$ cat src/rtl/axi_req_flit_packer.sv
// Packs one request FLIT per cycle into FPW-FLIT AXI4-Stream beats with per-slot
// valid/header/tail flags in TUSER, and flags request framing violations.
module axi_req_flit_packer #(
    parameter int unsigned FPW = 2
) (
    input  logic                 clk,
    input  logic                 res_n,
    input  logic                 flit_valid,
    output logic                 flit_ready,
    input  logic [127:0]         flit_data,
    input  logic                 flit_hdr,
    input  logic                 flit_tail,
    output logic                 TVALID,
    input  logic                 TREADY,
    output logic [FPW*128-1:0]   TDATA,
    output logic [FPW*16-1:0]    TUSER,
    output logic                 proto_err
);

    localparam int unsigned FW = 128;
    localparam int unsigned DW = FPW * FW;
    localparam int unsigned UW = FPW * 16;
    localparam int unsigned CW = $clog2(FPW);

    typedef enum logic {
        IDLE,
        IN_PKT
    } state_t;

    state_t            state_q, state_d;
    logic              err_d;

    logic [DW-1:0]     acc_data, ins_data, out_data;
    logic [FPW-1:0]    acc_v, acc_h, acc_t;
    logic [FPW-1:0]    ins_v, ins_h, ins_t;
    logic [FPW-1:0]    out_v, out_h, out_t;
    logic [CW-1:0]     cnt, wr_slot;
    logic              acc_done;
    logic              out_free, take, comp, load_out;

    assign out_free   = !TVALID || TREADY;
    assign flit_ready = !acc_done || out_free || !res_n;
    assign take       = flit_valid && flit_ready;
    // A held complete beat is drained this edge whenever out_free, so new FLITs restart at slot 0
    assign wr_slot    = acc_done ? '0 : cnt;
    assign comp       = take && (flit_tail || (wr_slot == CW'(FPW - 1)));
    assign load_out   = out_free && (acc_done || comp);

    // Accumulator contents with the incoming FLIT inserted at its slot
    always_comb begin
        ins_data = acc_done ? '0 : acc_data;
        ins_v    = acc_done ? '0 : acc_v;
        ins_h    = acc_done ? '0 : acc_h;
        ins_t    = acc_done ? '0 : acc_t;
        for (int unsigned i = 0; i < FPW; i++) begin
            if (take && (wr_slot == CW'(i))) begin
                ins_data[i*FW +: FW] = flit_data;
                ins_v[i]             = 1'b1;
                ins_h[i]             = flit_hdr;
                ins_t[i]             = flit_tail;
            end
        end
        out_data = acc_done ? acc_data : ins_data;
        out_v    = acc_done ? acc_v    : ins_v;
        out_h    = acc_done ? acc_h    : ins_h;
        out_t    = acc_done ? acc_t    : ins_t;
    end

    always_ff @(posedge clk) begin
        if (!res_n) begin
            TVALID   <= 1'b0;
            TDATA    <= '0;
            TUSER    <= '0;
            acc_data <= '0;
            acc_v    <= '0;
            acc_h    <= '0;
            acc_t    <= '0;
            cnt      <= '0;
            acc_done <= 1'b0;
        end else begin
            if (load_out) begin
                TVALID <= 1'b1;
                TDATA  <= out_data;
                TUSER  <= {{(UW - 3*FPW){1'b0}}, out_t, out_h, out_v};
            end else if (out_free) begin
                TVALID <= 1'b0;
            end

            if (acc_done) begin
                if (out_free) begin
                    acc_data <= ins_data;
                    acc_v    <= ins_v;
                    acc_h    <= ins_h;
                    acc_t    <= ins_t;
                    acc_done <= comp;
                    cnt      <= (take && !comp) ? CW'(1) : '0;
                end
            end else if (comp) begin
                // Bypass straight to the output register when it is free
                acc_data <= out_free ? '0 : ins_data;
                acc_v    <= out_free ? '0 : ins_v;
                acc_h    <= out_free ? '0 : ins_h;
                acc_t    <= out_free ? '0 : ins_t;
                acc_done <= !out_free;
                cnt      <= '0;
            end else if (take) begin
                acc_data <= ins_data;
                acc_v    <= ins_v;
                acc_h    <= ins_h;
                acc_t    <= ins_t;
                cnt      <= cnt + CW'(1);
            end
        end
    end

    // Framing checker: header opens a packet, tail closes it
    always_comb begin
        state_d = state_q;
        err_d   = proto_err;
        if (take) begin
            case (state_q)
                IDLE: begin
                    if (!flit_hdr)
                        err_d = 1'b1;
                    else if (!flit_tail)
                        state_d = IN_PKT;
                end
                IN_PKT: begin
                    if (flit_hdr)
                        err_d = 1'b1;
                    if (flit_tail)
                        state_d = IDLE;
                end
                default: state_d = IDLE;
            endcase
        end
    end

    always_ff @(posedge clk) begin
        if (!res_n) begin
            state_q   <= IDLE;
            proto_err <= 1'b0;
        end else begin
            state_q   <= state_d;
            proto_err <= err_d;
        end
    end

endmodule

$ cat config.mk
export PLATFORM = sky130hd
export DESIGN_NAME = axi_req_flit_packer
export DESIGN_NICKNAME = d
export VERILOG_FILES = /design/src/rtl/axi_req_flit_packer.sv
export SDC_FILE = /design/constraint.sdc
export NUM_CORES = 1
export LEC_CHECK = 0
export BUFFER_PORTS_ARGS = -buffer_cell sky130_fd_sc_hd__buf_4
export CELL_PAD_IN_SITES_DETAIL_PLACEMENT = 0
export CELL_PAD_IN_SITES_GLOBAL_PLACEMENT = 1
export CORE_MARGIN = 4
export CORE_UTILIZATION = 42
export CTS_BUF_LIST = sky130_fd_sc_hd__clkbuf_4 sky130_fd_sc_hd__clkbuf_8
export DETAILED_ROUTE_END_ITERATION = 16
export GPL_TIMING_DRIVEN = 0
export PLACE_DENSITY = 0.93
export SLEW_MARGIN = 15
export SYNTH_ARGS = -nofsm -noshare
export SYNTH_HDL_FRONTEND = slang
export SYNTH_SLANG_ARGS = --single-unit
$ cat constraint.sdc
create_clock -name clk -period 2.18 [get_ports clk]
set_input_delay 0.436 -clock clk [delete_from_list [all_inputs] [get_ports clk]]
set_output_delay 0.436 -clock clk [all_outputs]
set_load 0.02 [all_outputs]
==> results of run 1 <==
[per-layer routing]
metal  part of all wire [%]  vias to the layer above
met5                  0.057                        -
met4                    4.7                        4
met3                    8.3                      211
met2                     46                      906
met1                     41                     9020
li1                       -                     8830
[flip-flops by register name (all words and copies together), names as in the netlist]
| register | flops |
|---|---|
| proto_err | 1 |
| cnt | 1 |
| acc_v | 2 |
| TVALID | 1 |
| acc_done | 1 |
| acc_data | 256 |
| state_q | 1 |
| acc_t | 2 |
| TUSER | 6 |
| TDATA | 256 |
| acc_h | 2 |
[placed cells by master (no fill, tap or decap), types with 2 or more instances in the layout]
cell type and instances:
a22oi_1 2, clkinvlp_4 5, conb_1 26, nand3_1 2, clkinv_2 6, nand2_1 267
buf_6 2, o21ai_0 262, nor3_1 5, dfxtp_1 529, bufinv_16 4, buf_2 86
a22o_1 259, buf_4 433, clkbuf_4 26, a21oi_1 520, clkbuf_1 92, o21ai_1 2
nand3b_1 2, dlygate4sd3_1 122, and2_1 2, clkbuf_8 114, a31oi_1 3, nor2_1 8
clkbuf_2 11
[worst min path at each step]
stage / depth (start not counted) / slack, ns / endpoint / startpoint
6_report: 2 / 0.06 / acc_data[134] / flit_data[6]
2_1_floorplan: 1 / 0.44 / acc_t[0] / acc_t[0]
3_5_place_dp: 1 / 0.45 / acc_data[37] / acc_data[37]
4_1_cts: 2 / 0.002 / acc_data[227] / flit_data[99]
5_1_grt: 2 / 0.02 / acc_data[134] / flit_data[6]
3_3_place_gp: 2 / 0.45 / proto_err / proto_err
[worst max-delay path, stage by stage (launching register included)]
cell and delay, ns:
dfxtp_1 0.43, nand3b_1 0.35, clkbuf_4 0.42, clkbuf_1 0.47
a21oi_1 0.14, a21oi_1 0.18
[final cells by class]
cell class	instances	area [sq um]	area share, %
Clock inverter	15	188	0.717
Buffer	233	1170	4.46
Timing Repair Buffer	519	4200	16.0
Sequential cell	529	10600	40.4
Tap cell	600	751	2.87
Clock buffer	134	1720	6.56
Inverter	1	3.75	0.0143
Antenna cell	1	2.50	0.00955
Multi-Input combinational cell	1376	7570	28.9
[power by group]
| part | switching (W) | internal [W] | leakage [nW] | total [W] |
|---|---|---|---|---|
| clock network | 0.00397 | 0.00547 | 0.992 | 0.00944 |
| logic | 0.00216 | 0.00136 | 5.93 | 0.00352 |
| registers | 0.000314 | 0.0102 | 4.32 | 0.0105 |
| total | 0.00644 | 0.0170 | 11.2 | 0.0235 |
[kinds of logic (layout without fill, tap and decap cells)]
| kind of cell | count (synthesis) | count (layout) | synth area share [%] |
|---|---|---|---|
| compound gates | 1057 | 1057 | 32.9 |
| xor+xnor | 1 | 1 | 0.0457 |
| buf+inv | 235 | 902 | 5.93 |
| flops | 529 | 529 | 55.2 |
| mux | 1 | 1 | 0.0522 |
| other cells | 1 | 27 | 0.0195 |
| simple gates | 291 | 291 | 5.90 |
[through the flow]
| step | utilization [%] | TNS [ns] | setup WS (ns) |
|---|---|---|---|
| after CTS | 57.7 | 0 | 0.000944 |
| after detailed placement | 50.8 | -70.24 | -0.427 |
| after floorplan | - | 0 | 0.399 |
| final | 57.8 | 0 | 0.112 |
| after global routing | 57.8 | -0.0144 | -0.0118 |
| after global placement | 50.8 | -81.42 | -0.458 |
[what timing repair did]
action                                  4_1_cts  5_1_grt
endpoints found under the setup margin      123      312
hold buffers                                122        0
setup buffers                                 0        1
cloned                                        0        0
hold endpoints to repair                    298        0
gates resized for setup                       5       29
==> run summary, run 1 <==
WORST SETUP PATH
--------------------------------------------------------------------------------
Critical register-to-register path startpoint                           acc_done
Minimum setup slack among reg-to-reg paths                               0.11 ns
Signal arrival time at the worst endpoint                                2.65 ns
Number of cells on the worst reg-to-reg path                                   5
Critical path capture point                                           TDATA[204]
Startpoint class of the critical path                                   register
Maximum fanout encountered on the critical timing path                        10
Crit path kind                                                        reg -> reg
Source of the critical timing path                                      acc_done
Category of the worst setup path capture point                          register
Worst flop-to-flop path endpoint                                      TDATA[204]
Required arrival time at the worst endpoint                              2.76 ns

SYNTH
--------------------------------------------------------------------------------
Yosys warning total                                                            0
Largest cells by area after synthesis                               dfxtp_1, a21oi_1, a22o_1
Top_reg_cell synth                                                       dfxtp_1
Syn avg cell area                                                     9.07 sq um
Yosys top cell area share                                                  55.2%
List of most frequent post-synthesis cells                          dfxtp_1, a21oi_1, nand2_1, o21ai_0, a22o_1
Leading cell type by number of instances after synthesis                 dfxtp_1
FFs w/ async S/R, synth                                                       0%
Netlist cell types                                                            35
Cells after synthesis                                                       2115
Flop and latch count out of synthesis                                        529
Post-synth EDFFs                                                               0
Netlist area before placement                                        19200 sq um
Share of synthesized area occupied by flip-flops and latches               55.2%
Area leader, netlist                                                     dfxtp_1

DETAILED ROUTING
--------------------------------------------------------------------------------
Total wire length after detailed routing                                 69.0 mm
Remaining antenna violation count                                              0
Drt via density                                                             5.57
Detailed Route Iter0 Violations                                             1853
Via Count                                                                  19.0k
Remaining design rule violation count                                          0
Post-DR wirelength/cell                                             20.2 microns
Drt pass-1 iters                                                               6

GLOBAL ROUTING
--------------------------------------------------------------------------------
GR met1 Demand/Resource                                                    34.1%
Via count of the first global-routing pass                                 18.6k
Most used routing layer                                                     met2
Global router's overall resource usage                                     26.6%
Wire length of the first global-routing pass                              106 mm
GRT met3 Usage                                                             6.53%
Maximum number of pins on one net before global-route repair                  12
Congestion Overflow GR                                                         0
GR met2 Demand/Resource                                                    42.2%
Initial antenna violation count                                                4

STA
--------------------------------------------------------------------------------
Final min period                                                         2.07 ns
Setup repair after global routing missed its margin                          yes
Transition time of the tightest slew-check pin                          0.782 ns
Total count of hold-check failures in the final report                         0
Maximum achievable frequency                                             484 MHz
Number of pins exceeding their max-slew limit in the final report              0
Total setup violations reported at the end of the flow                         0
Hold slack                                                             0.0566 ns
Final critical-path share of the clock period                              94.8%
Tightest slew margin relative to the limit                                 47.8%
Setup clock skew after layout                                          0.0251 ns

DIE
--------------------------------------------------------------------------------
Die Ht                                                               222 microns
Full die area                                                        49200 sq um
Initial Utilization                                                        42.4%
Core box area                                                        45300 sq um
Count of boundary I/O pins                                                   425
Count of standard-cell rows                                                   78
Width of the die                                                     222 microns

CLOCKING
--------------------------------------------------------------------------------
TritonCTS clock tree                                                         yes
Max clock buf depth                                                            3
Cell at the root of the clock tree                                      clkbuf_8
Total number of H-tree levels                                                  3
Total clock sinks                                                            529
TritonCTS Buffers                                                             86
Worst skew pair latency                                                  0.68 ns
CTS clock-pin slew for the worst setup and hold paths                    0.06 ns

LAYOUT
--------------------------------------------------------------------------------
Final cell area excluding filler cells                               26200 sq um
Number of cells in the finished layout apart from fillers                   3408
Number of nets in the layout                                                2880
Proportion of layout cells with a drive suffix above 1                     24.6%
Number of filler cells placed in the layout                                 3918
Layout area overhead                                                       36.5%

PWR
--------------------------------------------------------------------------------
IR Drop Worst-Case VDD                                                    547 uV
Leak Pwr                                                                 11.2 nW
Final Total Pwr                                                         0.0235 W
Ratio of total power to cell area                                    896 nW/um^2

MIN PATH
--------------------------------------------------------------------------------
Class of the tightest hold or removal check                            in -> reg

PLACE
--------------------------------------------------------------------------------
Global placer's final weighted congestion                                  0.872
Post-DP Area                                                         23000 sq um
I/O Buffers                                                                  396
Final HPWL from detailed placement                                       47.3 mm
Cells after DPL                                                             3136

JOB
--------------------------------------------------------------------------------
Number of max-cap violations                                                   0

STATUS
--------------------------------------------------------------------------------
Result of the run                                                   finished, final reports clean

(Power assumes the default switching activity.)
==> inputs of run 2 (changes only) <==
- CORE_ASPECT_RATIO: unset -> 1.25
==> run summary, run 2 (synthesized netlist as in run 1, its figures left out) <==
STA
--------------------------------------------------------------------------------
Setup clock skew after layout                                          0.0364 ns
Worst-case setup margin in the final layout                             0.122 ns
Total count of hold-check failures in the final report                         0
Maximum achievable frequency                                             486 MHz
Sum of negative setup slack                                                 0 ns
Final min period                                                         2.06 ns
Final critical-path share of the clock period                              94.4%
Number of pins exceeding their max-slew limit in the final report              0
Total setup violations reported at the end of the flow                         0
Tightest slew margin relative to the limit                                 35.3%
Setup repair after global routing missed its margin                           no
Transition time of the tightest slew-check pin                          0.971 ns

PLACE
--------------------------------------------------------------------------------
Final HPWL from detailed placement                                       47.2 mm
Cells after DPL                                                             3114
Dpl ws                                                                 -0.652 ns
Post-DP Area                                                         23000 sq um
I/O Buffers                                                                  396
Global placer's final weighted congestion                                  0.858

LAYOUT
--------------------------------------------------------------------------------
Registers with the most flip-flops                                  TDATA: 256 flops, acc_data: 256 flops, TUSER: 6 flops
Number of nets in the layout                                                2839
Proportion of layout cells with a drive suffix above 1                     25.0%
Final cell area excluding filler cells                               25600 sq um
Number of cells in the finished layout apart from fillers                   3348
Top library cells by usage in the layout, fill and taps aside       dfxtp_1, a21oi_1, buf_4
Most common library cell in the layout ignoring fill and taps            dfxtp_1
Layout area overhead                                                       33.4%
Number of filler cells placed in the layout                                 3991

DIE
--------------------------------------------------------------------------------
Width of the die                                                     199 microns
Core box area                                                        45200 sq um
Die Ht                                                               247 microns
Count of boundary I/O pins                                                   425
Initial Utilization                                                        42.5%
Full die area                                                        49200 sq um
Count of standard-cell rows                                                   87

GLOBAL ROUTING
--------------------------------------------------------------------------------
Initial antenna violation count                                                7
Maximum number of pins on one net before global-route repair                  20
Via count of the first global-routing pass                                 18.1k
Global router's overall resource usage                                     26.0%
Wire length of the first global-routing pass                              101 mm
Congestion Overflow GR                                                         0

PWR
--------------------------------------------------------------------------------
Leak Pwr                                                                 11.0 nW
Ratio of total power to cell area                                    882 nW/um^2
Final Total Pwr                                                         0.0226 W
IR Drop Worst-Case VDD                                                    570 uV

CLOCKING
--------------------------------------------------------------------------------
TritonCTS Buffers                                                             81
CTS clock-pin slew for the worst setup and hold paths                    0.07 ns
Total number of H-tree levels                                                  3
Total clock sinks                                                            529
TritonCTS clock tree                                                         yes
Cell at the root of the clock tree                                      clkbuf_8
Max clock buf depth                                                            3
Worst skew pair latency                                                  0.64 ns

DETAILED ROUTING
--------------------------------------------------------------------------------
Remaining antenna violation count                                              0
Drt via density                                                             5.58
Drt pass-1 iters                                                               6
Total wire length after detailed routing                                 67.9 mm
Detailed Route Iter0 Violations                                             1124
Via Count                                                                  18.7k
Remaining design rule violation count                                          0
Post-DR wirelength/cell                                             20.3 microns

WORST SETUP PATH
--------------------------------------------------------------------------------
Signal arrival time at the worst endpoint                                2.58 ns
Category of the worst setup path capture point                          register
Required arrival time at the worst endpoint                              2.71 ns
Crit path kind                                                        reg -> reg
Startpoint class of the critical path                                   register
Maximum fanout encountered on the critical timing path                        10

MIN PATH
--------------------------------------------------------------------------------
Class of the tightest hold or removal check                            in -> reg

JOB
--------------------------------------------------------------------------------
Number of max-cap violations                                                   0

STATUS
--------------------------------------------------------------------------------
Result of the run                                                   finished, final reports clean

run 2: layer usage:
layer / vias to the layer above / part of all wire [%] / GRT usage [%] / wire length (microns)
li1: 8751 / - / - / -
met1: 8917 / 40 / 31.9 / 27100
met2: 829 / 49 / 43.9 / 33000
met3: 171 / 7.1 / 4.72 / 4820
met4: 0 / 4.4 / 12.5 / 2990
met5: - / 0 / 0 / 0
run 2: where the power goes:
| part | switching (W) | leakage (nW) | internal (W) |
|---|---|---|---|
| combinational | 0.00210 | 5.78 | 0.00131 |
| clock | 0.00389 | 0.904 | 0.00474 |
| sequential | 0.000337 | 4.32 | 0.0102 |
run 2: worst paths after layout:
path            startpoint           end  slack, ns  cells after the start
max                    cnt     TDATA[86]       0.12                      7
min          flit_data[68]  acc_data[68]       0.06                      2
min reg2reg   acc_data[68]  acc_data[68]       0.47                      1
max reg2reg            cnt     TDATA[86]       0.12                      7
run 2: timing repair:
| action | CTS | global route |
|---|---|---|
| buffers inserted | 0 | 6 |
| endpoints found under the setup margin | 106 | 210 |
| pin swaps | 0 | 1 |
| hold buffers | 81 | 0 |
| hold endpoints to repair | 125 | 0 |
| resized for setup | 7 | 28 |
run 2: final cells by class:
class / count / area [sq um] / area share, %
buffer: 233 / 1170 / 4.56
multi-input combinational: 1376 / 7570 / 29.6
inverter: 1 / 3.75 / 0.0147
sequential: 529 / 10600 / 41.4
clock buffer: 127 / 1590 / 6.20
tap: 578 / 723 / 2.83
antenna: 7 / 17.5 / 0.0685
clock inverter: 14 / 108 / 0.420
timing repair buffer: 483 / 3830 / 15.0
run 2: critical path: stages (launching register included):
cell,delay (ns)
dfxtp_1,0.30
buf_2,0.15
nor2_1,0.29
nand2_1,0.21
clkbuf_4,0.35
clkbuf_1,0.32
a21oi_1,0.24
a21oi_1,0.08
run 2: metrics by stage:
stage	hold WS, ns	util [%]
after global routing	0.0301	56.6
final	0.0637	56.6
after detailed placement	0.456	50.9
after floorplan	0.442	-
after CTS	0.000269	56.4
after global placement	0.456	50.9
